[config.mk]
export PLATFORM = sky130hd
export DESIGN_NAME = spi_byte_slave
export DESIGN_NICKNAME = d
export VERILOG_FILES = /design/src/rtl/spi_byte_slave.sv
export SDC_FILE = /design/constraint.sdc
export NUM_CORES = 1
export LEC_CHECK = 0
export ABC_AREA = 1
export BUFFER_PORTS_ARGS = -buffer_cell sky130_fd_sc_hd__buf_4
export CAP_MARGIN = 20
export CORE_UTILIZATION = 50
export DETAILED_ROUTE_END_ITERATION = 12
export GPL_TIMING_DRIVEN = 0
export MAX_ROUTING_LAYER = met4
export PLACE_DENSITY_LB_ADDON = 0.15
export SETUP_SLACK_MARGIN = 0.15
export SLEW_MARGIN = 20
export SYNTH_ARGS = -nofsm -noshare
export SYNTH_HDL_FRONTEND = slang
export SYNTH_SLANG_ARGS = --single-unit
[constraint.sdc]
create_clock -name clk_i -period 3.8 [get_ports clk_i]
set_clock_uncertainty 0.05 [all_clocks]
set_input_delay 0.19 -clock clk_i [delete_from_list [all_inputs] [get_ports clk_i]]
set_output_delay 0.19 -clock clk_i [all_outputs]
set_load 0.05 [all_outputs]
[src/rtl/spi_byte_slave.sv]
`timescale 1ns/1ps
// SPI mode-0 byte slave: oversamples SCLK/CS_N/MOSI in the clk_i domain, assembles MSB-first
// receive bytes and shifts the handler's transmit byte out on MISO.
module spi_byte_slave #(
    parameter int unsigned SYNC_STAGES = 2
) (
    input  logic       clk_i,
    input  logic       rst_ni,
    input  logic       sclk_i,
    input  logic       cs_ni,
    input  logic       mosi_i,
    output logic       miso_o,
    input  logic [7:0] tx_byte_i,
    output logic [7:0] rx_byte_o,
    output logic       rx_valid_o,
    output logic       busy_o
);

    typedef enum logic [0:0] {StIdle, StActive} state_e;

    state_e state_q, state_d;

    logic [SYNC_STAGES-1:0] sclk_sync_q, cs_sync_q, mosi_sync_q;
    logic                   sclk_hist_q, cs_hist_q;
    logic                   sclk_s, cs_s, mosi_s;
    logic                   sclk_rise, sclk_fall, cs_fall, cs_rise;

    logic [2:0] bit_cnt_q;
    logic [7:0] rx_shift_q, tx_shift_q, rx_byte_q;
    logic       rx_valid_q;

    // CS chain resets to "low" so a CS held low across reset never looks like a frame start.
    always_ff @(posedge clk_i or negedge rst_ni) begin
        if (!rst_ni) begin
            sclk_sync_q <= '0;
            cs_sync_q   <= '0;
            mosi_sync_q <= '0;
            sclk_hist_q <= 1'b0;
            cs_hist_q   <= 1'b0;
        end else begin
            sclk_sync_q <= {sclk_sync_q[SYNC_STAGES-2:0], sclk_i};
            cs_sync_q   <= {cs_sync_q[SYNC_STAGES-2:0], cs_ni};
            mosi_sync_q <= {mosi_sync_q[SYNC_STAGES-2:0], mosi_i};
            sclk_hist_q <= sclk_s;
            cs_hist_q   <= cs_s;
        end
    end

    assign sclk_s    = sclk_sync_q[SYNC_STAGES-1];
    assign cs_s      = cs_sync_q[SYNC_STAGES-1];
    assign mosi_s    = mosi_sync_q[SYNC_STAGES-1];
    assign sclk_rise = sclk_s & ~sclk_hist_q;
    assign sclk_fall = ~sclk_s & sclk_hist_q;
    assign cs_fall   = ~cs_s & cs_hist_q;
    assign cs_rise   = cs_s & ~cs_hist_q;

    always_ff @(posedge clk_i or negedge rst_ni) begin
        if (!rst_ni) begin
            state_q <= StIdle;
        end else begin
            state_q <= state_d;
        end
    end

    always_comb begin
        state_d = state_q;
        if (cs_rise) begin
            state_d = StIdle;
        end else if (state_q == StIdle && cs_fall) begin
            state_d = StActive;
        end
    end

    always_comb begin
        busy_o = (state_q == StActive);
        miso_o = tx_shift_q[7];
    end

    // cs_rise has priority over any SCLK edge in the same cycle and drops a partial byte.
    always_ff @(posedge clk_i or negedge rst_ni) begin
        if (!rst_ni) begin
            bit_cnt_q  <= 3'd0;
            rx_shift_q <= 8'h00;
            tx_shift_q <= 8'h00;
            rx_byte_q  <= 8'h00;
            rx_valid_q <= 1'b0;
        end else begin
            rx_valid_q <= 1'b0;
            if (cs_rise) begin
                bit_cnt_q  <= 3'd0;
                rx_shift_q <= 8'h00;
                tx_shift_q <= 8'h00;
            end else if (state_q == StIdle) begin
                if (cs_fall) begin
                    tx_shift_q <= tx_byte_i;
                end
            end else begin
                if (sclk_rise) begin
                    rx_shift_q <= {rx_shift_q[6:0], mosi_s};
                    bit_cnt_q  <= bit_cnt_q + 3'd1;
                    if (bit_cnt_q == 3'd7) begin
                        rx_byte_q  <= {rx_shift_q[6:0], mosi_s};
                        rx_valid_q <= 1'b1;
                    end
                end
                if (sclk_fall) begin
                    // Counter back at zero means eight rising edges are done: fetch next byte.
                    if (bit_cnt_q == 3'd0) begin
                        tx_shift_q <= tx_byte_i;
                    end else begin
                        tx_shift_q <= {tx_shift_q[6:0], 1'b0};
                    end
                end
            end
        end
    end

    assign rx_byte_o  = rx_byte_q;
    assign rx_valid_o = rx_valid_q;

endmodule
## After elaboration in Yosys (flattened, before gate mapping)

Index checks and enable logic that the tools add are counted.

- Register bits: 36
- Logic and storage cells: 50

- Add/sub/neg operators: 1
- Equal/unequal tests: 2
- Muxes and demuxes: 17
- Bitwise gates (word level): 10
- Reduce and logical (&&, ||, !) cells: 9

Operator list:

| operator | count |
|---|---|
| $mux W8 | 5 |
| $mux W7 | 3 |
| $mux W3 | 3 |
| $mux W1 | 6 |
| $not A1 Y1 | 6 |
| $reduce_bool A2 Y1 | 3 |
| $and A1 B1 Y1 | 4 |
| $reduce_and A2 Y1 | 2 |
| $reduce_and A4 Y1 | 1 |
| $add A3 B1 Y3 const B | 1 |
| $eq A3 B3 Y1 const B | 1 |
| $logic_not A3 Y1 | 1 |
| $ne A3 B1 Y1 const B | 1 |
| $reduce_bool A3 Y1 | 1 |
| $logic_and A1 B1 Y1 | 1 |

## Longest topological paths before layout

- Depth after elaboration: 5
- Mapped depth: 8

## Worst setup path after synthesis

Ideal clock, no wire load.

- Path kind: reg-to-reg
- From: register state_q, in the netlist busy_o
- To: register rx_byte_q[0], in the netlist rx_byte_o[0]
- Setup time: 0.119 ns
- Data arrival time: 1.348 ns
- Slack: 2.283 ns
- Cell stages (with the launch flop): 6
- Buffers on the path: 0
- Cells stage by stage: dfrtp_1 -> nand3b_4 -> nor2_4 -> nand2_2 -> nand2_1 -> nand2_1

- Cells in the longest elaborated chain, start to end: 1

RTL lines:

| what | RTL line | RTL |
|---|---|---|
| start: declaration | 21 | `state_e state_q, state_d;` |
| start signal: assignment | 59 | `state_q <= StIdle;` |
| start signal: assignment | 61 | `state_q <= state_d;` |
| $reduce_and A4 Y1 (no line) | - |  |
| end signal: assignment | 102 | `rx_byte_q <= {rx_shift_q[6:0], mosi_s};` |
| end: declaration | 29 | `logic [7:0] rx_shift_q, tx_shift_q, rx_byte_q;` |

Every way passes these cells.
A chain may end at the register's enable or synchronous reset.

## Worst setup path after layout

- From: register bit_cnt_q[0]
- To: register tx_shift_q[1]

- Cells in the longest elaborated chain, start to end: 5

RTL lines:

| what | RTL line | RTL |
|---|---|---|
| start: declaration | 28 | `logic [2:0] bit_cnt_q;` |
| start signal: assignment | 100 | `bit_cnt_q <= bit_cnt_q + 3'd1;` |
| $logic_not A3 Y1 | 108 | `if (bit_cnt_q == 3'd0) begin` |
| $mux W8 | 108 |  |
| $mux W8 | 106 | `if (sclk_fall) begin` |
| $mux W8 | 93 | `end else if (state_q == StIdle) begin` |
| $mux W8 | 89 | `if (cs_rise) begin` |
| end signal: assignment | 95 | `tx_shift_q <= tx_byte_i;` |
| end signal: assignment | 109 | `tx_shift_q <= tx_byte_i;` |
| end signal: assignment | 111 | `tx_shift_q <= {tx_shift_q[6:0], 1'b0};` |
| end: declaration | 29 |  |

Every way passes these cells. The select of a mux whose other input is x is not followed.

==> impl_metrics.env <==
export IMPL_num_vias=1191
export IMPL_rrSetupSlack_ns=2.20
export IMPL_fin_crit_sh_pct=42.0
export IMPL_fin_setup_tns_ns=0
export IMPL_cap_violations=0
export IMPL_path_class="flop to flop"
export IMPL_synth_area_mm2=0.00153
export IMPL_synth_top_area_share_pct=58.9
export IMPL_reg2regPathDepth=8
export IMPL_drc=2
export IMPL_cts_setup_buffers=0
export IMPL_syn_nets=175
export IMPL_hold_path_class="input port to flop"
export IMPL_dieArea_mm2=0.00329
export IMPL_cp_required_ns=3.99
export IMPL_rows=19
export IMPL_seq_area_um2=901
export IMPL_syn_avg_cell_area_um2=9.62
export IMPL_r2r_start="bit_cnt_q[0]$_DFFE_PN0P_"
export IMPL_finalNetCount=209
export IMPL_die_y_um=57.3
export IMPL_grt_pass1_wl_um=4990
export IMPL_root_buffer="clkbuf_4"
export IMPL_critPathLaunchType="flop"
export IMPL_failed_checks="DRC"
export IMPL_layout_drive_gt1_share_pct=21.5
export IMPL_hpwlAfterDp_um=1950
export IMPL_peakVddDrop_mv=0.235
export IMPL_cts_tree="built"
export IMPL_slew_headroom_pct=70.2
export IMPL_r2r_end="tx_shift_q[1]$_DFFE_PN0P_"
export IMPL_crit_arrival_ns=1.79
export IMPL_cts_buffer_depth=2
export IMPL_p_leak_uw=0.00101
export IMPL_critPathMaxFanout=9
export IMPL_cts_buffers=5
export IMPL_drt_wl_total_um=2910
export IMPL_min_period_ns=1.60
export IMPL_h_tree_depth=2
export IMPL_drt_first_iter_violations=74
export IMPL_gp_congestion=0.757
export IMPL_status="finished, violations left"
export IMPL_worstMarginPinSlew_ns=0.447
export IMPL_ys_top_cells_by_area="dfrtp_1 (59%), nand2_1 (16%), nand3_1 (7.5%)"
export IMPL_ant_nets=0
export IMPL_grt_antenna_before_repair=0
export IMPL_grt_pass1_vias=1129
export IMPL_multi_input_area_um2=567
export IMPL_clock_latency_ns=0.33
export IMPL_hold_depth=5
export IMPL_rsz0062_at_grt="no"
export IMPL_grt_usage_pct=21.4
export IMPL_synth_seq_area_share_pct=58.9
export IMPL_hold_end="tx_shift_q[4]$_DFFE_PN0P_"
export IMPL_yosysTopAreaCell="dfrtp_1"
export IMPL_detailed_place_area_mm2=0.00174
export IMPL_floorplan_initialDensity_pct=54.1
export IMPL_area_growth_pct=18.9
export IMPL_port_buffers=23
export IMPL_final_common_cell="nand2_1"
export IMPL_yosysWarnings=0
export IMPL_insertedDiodeCount=0
export IMPL_via_per_inst=5.36
export IMPL_clk_pin_slew_worst_paths_ns=0.10
export IMPL_hold_violations=0
export IMPL_dr_pass1_iters=8
export IMPL_num_io_pins=24
export IMPL_synth_seq_cells=36
export IMPL_syn_instance_count=159
export IMPL_core_mm2=0.00283
export IMPL_final_cell_mix="nand2_1 (65), dfrtp_1 (36), nand3_1 (23), buf_4 (23), nand4_1 (8)"
export IMPL_fillers=232
export IMPL_cts_num_sinks=36
export IMPL_fp_dieW_um=57.3
export IMPL_crit_path_end_kind="flop"
export IMPL_drt_wirelength_per_cell_um=13.1
export IMPL_postLayoutCellArea_mm2=0.00182
export IMPL_grt_max_degree=37
export IMPL_fmax_ghz=0.627
export IMPL_min_from="tx_byte_i[4]"
export IMPL_power_total_uw=756
export IMPL_grt_overflow_total=0
export IMPL_setup_viol=0
export IMPL_p_per_area_mw_per_mm2=416
export IMPL_synth_cell_types=17
export IMPL_post_cts_resized=0
export IMPL_slew_violations=0
==> layer usage <==
layer	global-route usage, %	wire length, µm	vias up
met5	-	0	-
met2	31.8	1370	38
met1	26.6	1340	560
met3	4.76	157	4
li1	-	-	589
met4	13.6	37	0
==> metrics by stage <==
step | hold slack [ns] | utilization (%) | setup slack, ns | instances
floorplan | -0.156 | - | 2.28 | 159
CTS | 0.0661 | 64.3 | 2.21 | 222
global route | 0.0892 | 64.3 | 2.06 | 222
finish | 0.0767 | 64.3 | 2.20 | 222
detailed placement | 0.122 | 61.6 | 2.24 | 213
global placement | 0.113 | 61.6 | 2.30 | 213
==> cell usage after synthesis, drive strengths merged <==
library cell and count:
ha 3, a21boi 1, dfrtp 36, inv 8, nand2 66, a21oi 1, nand3b 1, o21ai 4
nand3 25, buf 4, nor2 2, nand4 8
==> where the power goes <==
part	total [µW]	switching, µW	leakage, µW	internal (µW)
clock	176	114	0.0000230	61.8
combinational	148	96.5	0.000516	51.2
sequential	433	19.8	0.000475	413
total	756	231	0.00101	526
==> what timing repair did <==
| action | CTS | global route |
|---|---|---|
| hold buffers | 4 | 0 |
| setup endpoints to repair | 0 | 0 |
| endpoints found under the hold margin | 39 | 0 |
==> kinds of logic (layout without fill, tap and decap cells) <==
group                    Yosys count  after routing  share of synthesized area [%]
AND/OR/NAND/NOR                  102            102                           31.7
flip-flops                        36             36                           58.9
buffers and inverters             12             44                           4.09
AO/OA/AOI/OAI                      6              6                           2.86
adder cells (fa/ha/maj)            3              3                           2.45
==> critical path, stage by stage, from the launching register on <==
cell     delay, ns
dfrtp_1       0.36
inv_1         0.07
ha_1          0.19
nand2_1       0.26
nand2_1       0.26
nand2_1       0.14
nand2_1       0.06
nand2_1       0.06
nand2_1       0.04
==> sequential cells by signal, indices dropped and copies added, names as in the netlist <==
name	count
busy_o	1
sclk_sync_q	2
bit_cnt_q	3
cs_hist_q	1
tx_shift_q	8
rx_valid_o	1
sclk_hist_q	1
mosi_sync_q	2
rx_shift_q	7
rx_byte_o	8
cs_sync_q	2
==> final cells by class <==
class | count | area share (%)
sequential | 36 | 49.5
multi-input combinational | 111 | 31.2
timing repair buffer | 27 | 11.7
tap | 31 | 2.13
clock buffer | 5 | 2.06
buffer | 4 | 1.79
inverter | 8 | 1.65
==> worst max path at each step <==
stage | from | to | cells past startpoint
floorplan | busy_o$_DFFE_PN0P_ | rx_byte_o[0]$_DFFE_PN0P_ | 5
global placement | bit_cnt_q[0]$_DFFE_PN0P_ | tx_shift_q[5]$_DFFE_PN0P_ | 8
detailed placement | bit_cnt_q[0]$_DFFE_PN0P_ | tx_shift_q[5]$_DFFE_PN0P_ | 8
CTS | bit_cnt_q[0]$_DFFE_PN0P_ | tx_shift_q[1]$_DFFE_PN0P_ | 8
global route | bit_cnt_q[0]$_DFFE_PN0P_ | tx_shift_q[7]$_DFFE_PN0P_ | 8
finish | bit_cnt_q[0]$_DFFE_PN0P_ | tx_shift_q[1]$_DFFE_PN0P_ | 8
(Power assumes the default switching activity.)
